File: src/rtl/branch_predictor.sv
// Fetch-side branch predictor: 2-bit saturating counters indexed by low PC bits,
// filled by an init sweep after reset. Optional statistics under BP_STATS_EN.
module branch_predictor #(
  parameter int         IDX_W    = 4,
  parameter int         PC_W     = 10,
  parameter logic [1:0] INIT_CTR = 2'b01
) (
  input  logic            CLK,
  input  logic            RST,
  input  logic [PC_W-1:0] FETCH_PC,
  input  logic [3:0]      FETCH_BRANCH_TYPE,
  output logic            BRANCH_PREDICTED,
  output logic            READY,
  input  logic            RES_VALID,
  input  logic [PC_W-1:0] RES_PC,
  input  logic [3:0]      RES_BRANCH_TYPE,
  input  logic            RES_TAKEN,
  input  logic            RES_MISS,
  output logic [15:0]     STAT_RESOLVED,
  output logic [15:0]     STAT_MISSES
);

  localparam int              DEPTH    = 2**IDX_W;
  localparam logic [IDX_W-1:0] PTR_LAST = IDX_W'(DEPTH - 1);

  typedef enum logic {S_INIT = 1'b0, S_RUN = 1'b1} state_t;

  state_t           r_state, w_state_nxt;
  logic [IDX_W-1:0] r_ptr, w_ptr_nxt;
  logic             r_ready, w_ready_nxt;
  logic [1:0]       r_table [DEPTH];

  logic             w_tbl_we;
  logic [IDX_W-1:0] w_tbl_addr;
  logic [1:0]       w_tbl_wdata;
  logic             w_res_is_cond;
  logic [1:0]       w_fetch_ctr;
  logic             w_pred;
  logic             w_unused;

  function automatic logic is_cond(input logic [3:0] t);
    logic v;
    case (t)
      4'h1, 4'h2, 4'h3, 4'h5: v = 1'b1;
      default:                v = 1'b0;
    endcase
    return v;
  endfunction

  function automatic logic is_static_taken(input logic [3:0] t);
    logic v;
    case (t)
      4'h4, 4'h6, 4'h7, 4'h8, 4'h9: v = 1'b1;
      default:                      v = 1'b0;
    endcase
    return v;
  endfunction

  function automatic logic [1:0] sat_step(input logic [1:0] ctr, input logic taken);
    logic [1:0] v;
    if (taken) begin
      if (ctr == 2'b11) v = 2'b11;
      else              v = ctr + 2'b01;
    end else begin
      if (ctr == 2'b00) v = 2'b00;
      else              v = ctr - 2'b01;
    end
    return v;
  endfunction

  assign w_res_is_cond = RES_VALID && is_cond(RES_BRANCH_TYPE);

  always_ff @(posedge CLK) begin
    if (RST) begin
      r_state <= S_INIT;
      r_ptr   <= '0;
      r_ready <= 1'b0;
    end else begin
      r_state <= w_state_nxt;
      r_ptr   <= w_ptr_nxt;
      r_ready <= w_ready_nxt;
    end
  end

  // The single table write port is shared by the init sweep and training.
  always_comb begin
    w_state_nxt = r_state;
    w_ptr_nxt   = r_ptr;
    w_ready_nxt = r_ready;
    w_tbl_we    = 1'b0;
    w_tbl_addr  = r_ptr;
    w_tbl_wdata = INIT_CTR;
    case (r_state)
      S_INIT: begin
        w_tbl_we  = 1'b1;
        w_ptr_nxt = r_ptr + IDX_W'(1);
        if (r_ptr == PTR_LAST) begin
          w_state_nxt = S_RUN;
          w_ready_nxt = 1'b1;
        end else begin
          w_state_nxt = S_INIT;
          w_ready_nxt = 1'b0;
        end
      end
      S_RUN: begin
        w_ready_nxt = 1'b1;
        if (w_res_is_cond) begin
          w_tbl_we    = 1'b1;
          w_tbl_addr  = RES_PC[IDX_W-1:0];
          w_tbl_wdata = sat_step(r_table[RES_PC[IDX_W-1:0]], RES_TAKEN);
        end else begin
          w_tbl_we    = 1'b0;
        end
      end
      default: begin
        w_state_nxt = S_INIT;
        w_ptr_nxt   = '0;
        w_ready_nxt = 1'b0;
      end
    endcase
  end

  // No reset on the array so it can map to distributed RAM.
  always_ff @(posedge CLK) begin
    if (w_tbl_we && !RST) begin
      r_table[w_tbl_addr] <= w_tbl_wdata;
    end
  end

  always_comb begin
    w_fetch_ctr = r_table[FETCH_PC[IDX_W-1:0]];
    if (is_static_taken(FETCH_BRANCH_TYPE)) begin
      w_pred = 1'b1;
    end else if (is_cond(FETCH_BRANCH_TYPE) && (r_state == S_RUN)) begin
      w_pred = w_fetch_ctr[1];
    end else begin
      w_pred = 1'b0;
    end
  end

  assign BRANCH_PREDICTED = w_pred;
  assign READY            = r_ready;
  assign w_unused         = ^{FETCH_PC[PC_W-1:IDX_W], RES_PC[PC_W-1:IDX_W], RES_MISS};

`ifdef BP_STATS_EN
  logic [15:0] r_stat_resolved;
  logic [15:0] r_stat_misses;
  logic        w_run_res;

  assign w_run_res = (r_state == S_RUN) && RES_VALID;

  always_ff @(posedge CLK) begin
    if (RST) begin
      r_stat_resolved <= 16'h0000;
      r_stat_misses   <= 16'h0000;
    end else begin
      if (w_run_res && is_cond(RES_BRANCH_TYPE) && (r_stat_resolved != 16'hFFFF)) begin
        r_stat_resolved <= r_stat_resolved + 16'h0001;
      end
      if (w_run_res && RES_MISS && (r_stat_misses != 16'hFFFF)) begin
        r_stat_misses <= r_stat_misses + 16'h0001;
      end
    end
  end

  assign STAT_RESOLVED = r_stat_resolved;
  assign STAT_MISSES   = r_stat_misses;
`else
  assign STAT_RESOLVED = 16'h0000;
  assign STAT_MISSES   = 16'h0000;
`endif

endmodule

File: config.mk
export PLATFORM = sky130hd
export DESIGN_NAME = branch_predictor
export DESIGN_NICKNAME = d
export VERILOG_FILES = /design/src/rtl/branch_predictor.sv
export SDC_FILE = /design/constraint.sdc
export NUM_CORES = 1
export LEC_CHECK = 0
export CAP_MARGIN = 15
export CORE_MARGIN = 10
export CORE_UTILIZATION = 45
export DETAILED_ROUTE_END_ITERATION = 10
export GPL_ROUTABILITY_DRIVEN = 0
export GPL_TIMING_DRIVEN = 0
export PLACE_DENSITY = 0.77
export SYNTH_ARGS = -nofsm -noshare
export SYNTH_HDL_FRONTEND = slang
export SYNTH_SLANG_ARGS = --single-unit
File: constraint.sdc
create_clock -name CLK -period 3.36 [get_ports CLK]
set_input_delay 0.504 -clock CLK [delete_from_list [all_inputs] [get_ports CLK]]
set_output_delay 0.504 -clock CLK [all_outputs]
set_load 0.005 [all_outputs]
==> summary.md <==
| Metric | Value |
|---|---|
| Status | finished clean |
| Mapped Cells | between 150 and 200 |
| Initial Util | 0.475 |
| Antenna Nets Post-Route | 0 |
| CP Class | in2out |
| Worst hold path stage count | 2 |
| CTS tree | yes |
| Crit Path Max Fanout | 4 |
| Post-Synth XOR/XNOR Area | 0.0124 |
| Fillers | 397 |
| Worst reg2reg startpoint | r_table[13][0] |
| Post-place instance area | 0.00251 mm² |
| Number of synthesized flops with an enable pin | 32 |
| Crit path time final | 3.18 ns |
| #FFs+latches synth | 37 |
| Cell family with most CP delay | multiplexers |
| Post-DP HPWL | roughly 3500 µm |
| Slew headroom | 0.282 |
| VDD IR-drop max | ~0.26 mV |
| Num CTS Buffers | 5 |
| FMAX | roughly 0.31 GHz |
| Cell depth of the worst flop-to-flop path | 5 |
| Nets | between 200 and 300 |
| Async set or reset register ratio after synthesis | 0 |
| Clock transition at the registers of the reported paths | roughly 0.070 ns |
| Post-Synth Simple-Gate Area | 0.111 |
| Vias in the first global route | 1,388 |
| # IOs | 67 |
| Die H | 88.7 µm |
| Multi-input logic area | between 800 and 900 µm² |
| Adder-Cell Fraction of Synth Area | 0.00589 |
| DR vias/cell | about 5 |
| Clk buf depth | 2 |
| H-tree levels | 2 |
| Sink Count | 37 |
| Hold WC Path Type | in2reg |
| Post-Layout Cell Count | about 280 |
| Fin. Hold Viols | 0 |
| First drt pass iteration count | 4 |
| Leakage power | ~1.1 nW |
| Core area | 0.00447 mm² |
| Compound-Gate Fraction of Synth Area | 0.0712 |
| Row cnt | 24 |
| Cell area after layout | 0.00262 mm² |
| Synth Area per Inst | 12.5 µm² |
| CP Data Required Time | about 2.9 ns |
| Crit start category | primary input |
| Max cap viols | 0 |
| Post-synthesis instance area | around 0.0021 mm² |
| Final wirelength | 4490 µm |
| Main combinational cell family by area after synthesis | multiplexers |
| DRC violations left | 0 |
| Mux share of post-synthesis cell area | 0.164 |
| IO Port Bufs | 20 |
| Reg area | 0.00106 mm² |
| Crit. path cell count | 6 |
| Final setup vio count | 0 |
| Critical Path Start | FETCH_PC[0] |
| Synth cell count leaders | buf_4 (32), edfxtp_1 (32), nor2_1 (26), mux4_1 (12), nand2_1 (7) |
| Area leader, netlist | edfxtp_1 |
| Top cell type's share of synthesized area | 0.452 |
| Drt initial violations | 65 |
| Critical path's slowest cell | mux4_1 |
| Worst-Skew Late Latency | 0.30 ns |
| Crit end category | primary output |
| Via count | 1,414 |
| Area growth from synthesis to layout | 23.4% |
| CP max stage delay | approximately 0.62 ns |
| Clock root buffer | clkbuf_8 |
| Sequential-to-total area share from yosys stat | 0.499 |
| Die Area | just under 0.008 mm² |
| Grt total ovfl | 0 |
| First-pass GRT wire length | between 6000 and 7000 µm |
| Synth unique cells | 38 |
| Final Max Slew Viols | 0 |
| CTS Hold Bufs | 0 |
| Hold path start | RST |
| Worst slew pin tran | 1.07 ns |
| Clk_skew | 0.00559 ns |
| Tcrit/Tclk final | 0.947 |
| Antenna diodes | 0 |
| Critical Path AT | 2.68 ns |
| Total track usage | 0.118 |
| Main synth FF type | edfxtp_1 |
| RSZ-0062 raised after global routing | no |
| Warnings from Yosys | 0 |
| Post-DR wirelength/cell | 15.9 µm |
| Buf/Inv on CP | 2 |
| CP cell instances | dlygate4sd2_1, mux4_1, mux4_2, o2111ai_1, o311ai_1, clkdlybuf4s50_1 |
| Placed Instances | ~270 |
| Pwr/cell area | slightly below 400 mW/mm² |
| Initial antenna violation count | 0 |
| Die Wd | about 89 µm |
| Largest cells by area after synthesis | edfxtp_1 (45%), mux4_1 (15%), buf_4 (11%) |
| Layout cells sized above 1 | 0.204 |
| Largest net degree at the start of global routing | 17 |
==> cells in the final DEF (no fill, tap or decap), drive strengths merged, types with 2 or more instances in the layout <==
| cell | Yosys | layout |
|---|---|---|
| buf | 36 | 37 |
| conb | 1 | 32 |
| edfxtp | 32 | 32 |
| nor2 | 26 | 26 |
| clkdlybuf4s50 | 0 | 19 |
| mux4 | 13 | 13 |
| nand2 | 7 | 7 |
| a31oi | 6 | 6 |
| clkbuf | 1 | 6 |
| nor2b | 5 | 5 |
| inv | 5 | 5 |
| dfxtp | 5 | 5 |
| nand3 | 4 | 4 |
| o21ai | 3 | 3 |
| nor3 | 2 | 2 |
| or2 | 2 | 2 |
| o211ai | 2 | 2 |
| nor3b | 2 | 2 |
| xor2 | 2 | 2 |
==> report_power, final <==
part	internal [mW]	total [mW]	switching, mW	leakage, nW
Combinational	0.0724	0.133	0.0602	0.708
Clock	0.218	0.377	0.158	0.0518
Sequential	0.499	0.505	0.00624	0.358
Total	0.789	1.01	0.225	1.12
==> area by class of cell <==
cell class / count / area share
repair buffers: 21 / 0.0787
multi-input cells: 122 / 0.340
inverters: 5 / 0.00715
well taps: 52 / 0.0248
flip-flops and latches: 37 / 0.404
clock buffers: 5 / 0.0262
plain buffers: 37 / 0.103
clock inverters: 3 / 0.0157
==> worst paths after layout <==
| check | slack [ns] | endpoint |
|---|---|---|
| worst max-delay path | 0.18 | BRANCH_PREDICTED |
| worst min-delay path | 0.54 | r_ptr[3] |
| worst max register to register | 0.89 | r_table[7][0] |
| worst min register to register | 0.60 | r_ptr[2] |
==> routing by layer <==
| metal | track usage | routed length, µm |
|---|---|---|
| met1 | 0.126 | 1780 |
| met2 | 0.196 | 1950 |
| met3 | 0.0597 | 689 |
| met4 | 0.0441 | 67 |
| met5 | 0 | 0 |
==> state kept, by name, indices dropped and copies added (netlist names) <==
name     cells
r_state      1
r_table     32
r_ptr        4
==> per-stage QoR <==
| step | TNS (ns) | util | hold WS (ns) | power [mW] | setup WS [ns] |
|---|---|---|---|---|---|
| after CTS | 0 | 0.586 | 0.549 | 1.02 | 0.141 |
| after detailed placement | -1.04 | 0.562 | 0.594 | 0.644 | -0.129 |
| after floorplan | 0 | - | 0.550 | 0.599 | 0.829 |
| final | 0 | 0.586 | 0.540 | 1.01 | 0.179 |
| after global routing | 0 | 0.586 | 0.570 | 1.05 | 0.0528 |
| after global placement | -10.50 | 0.560 | 0.583 | 0.641 | -0.404 |
==> cell families after synthesis <==
kind of cell | Yosys count
and+or+nand+nor | 51
buffers and inverters | 42
DFF | 37
AOI/OAI and AO/OA | 21
muxes | 14
xor gates and xnor gates | 3
adders and majority gates | 1
other | 1
==> repair_timing <==
action | 4_1_cts | 5_1_grt
resized for setup | 1 | 0
setup buffers | 0 | 0
setup endpoints to repair | 1 | 0
Note: power is estimated with default switching activity, not from simulation.
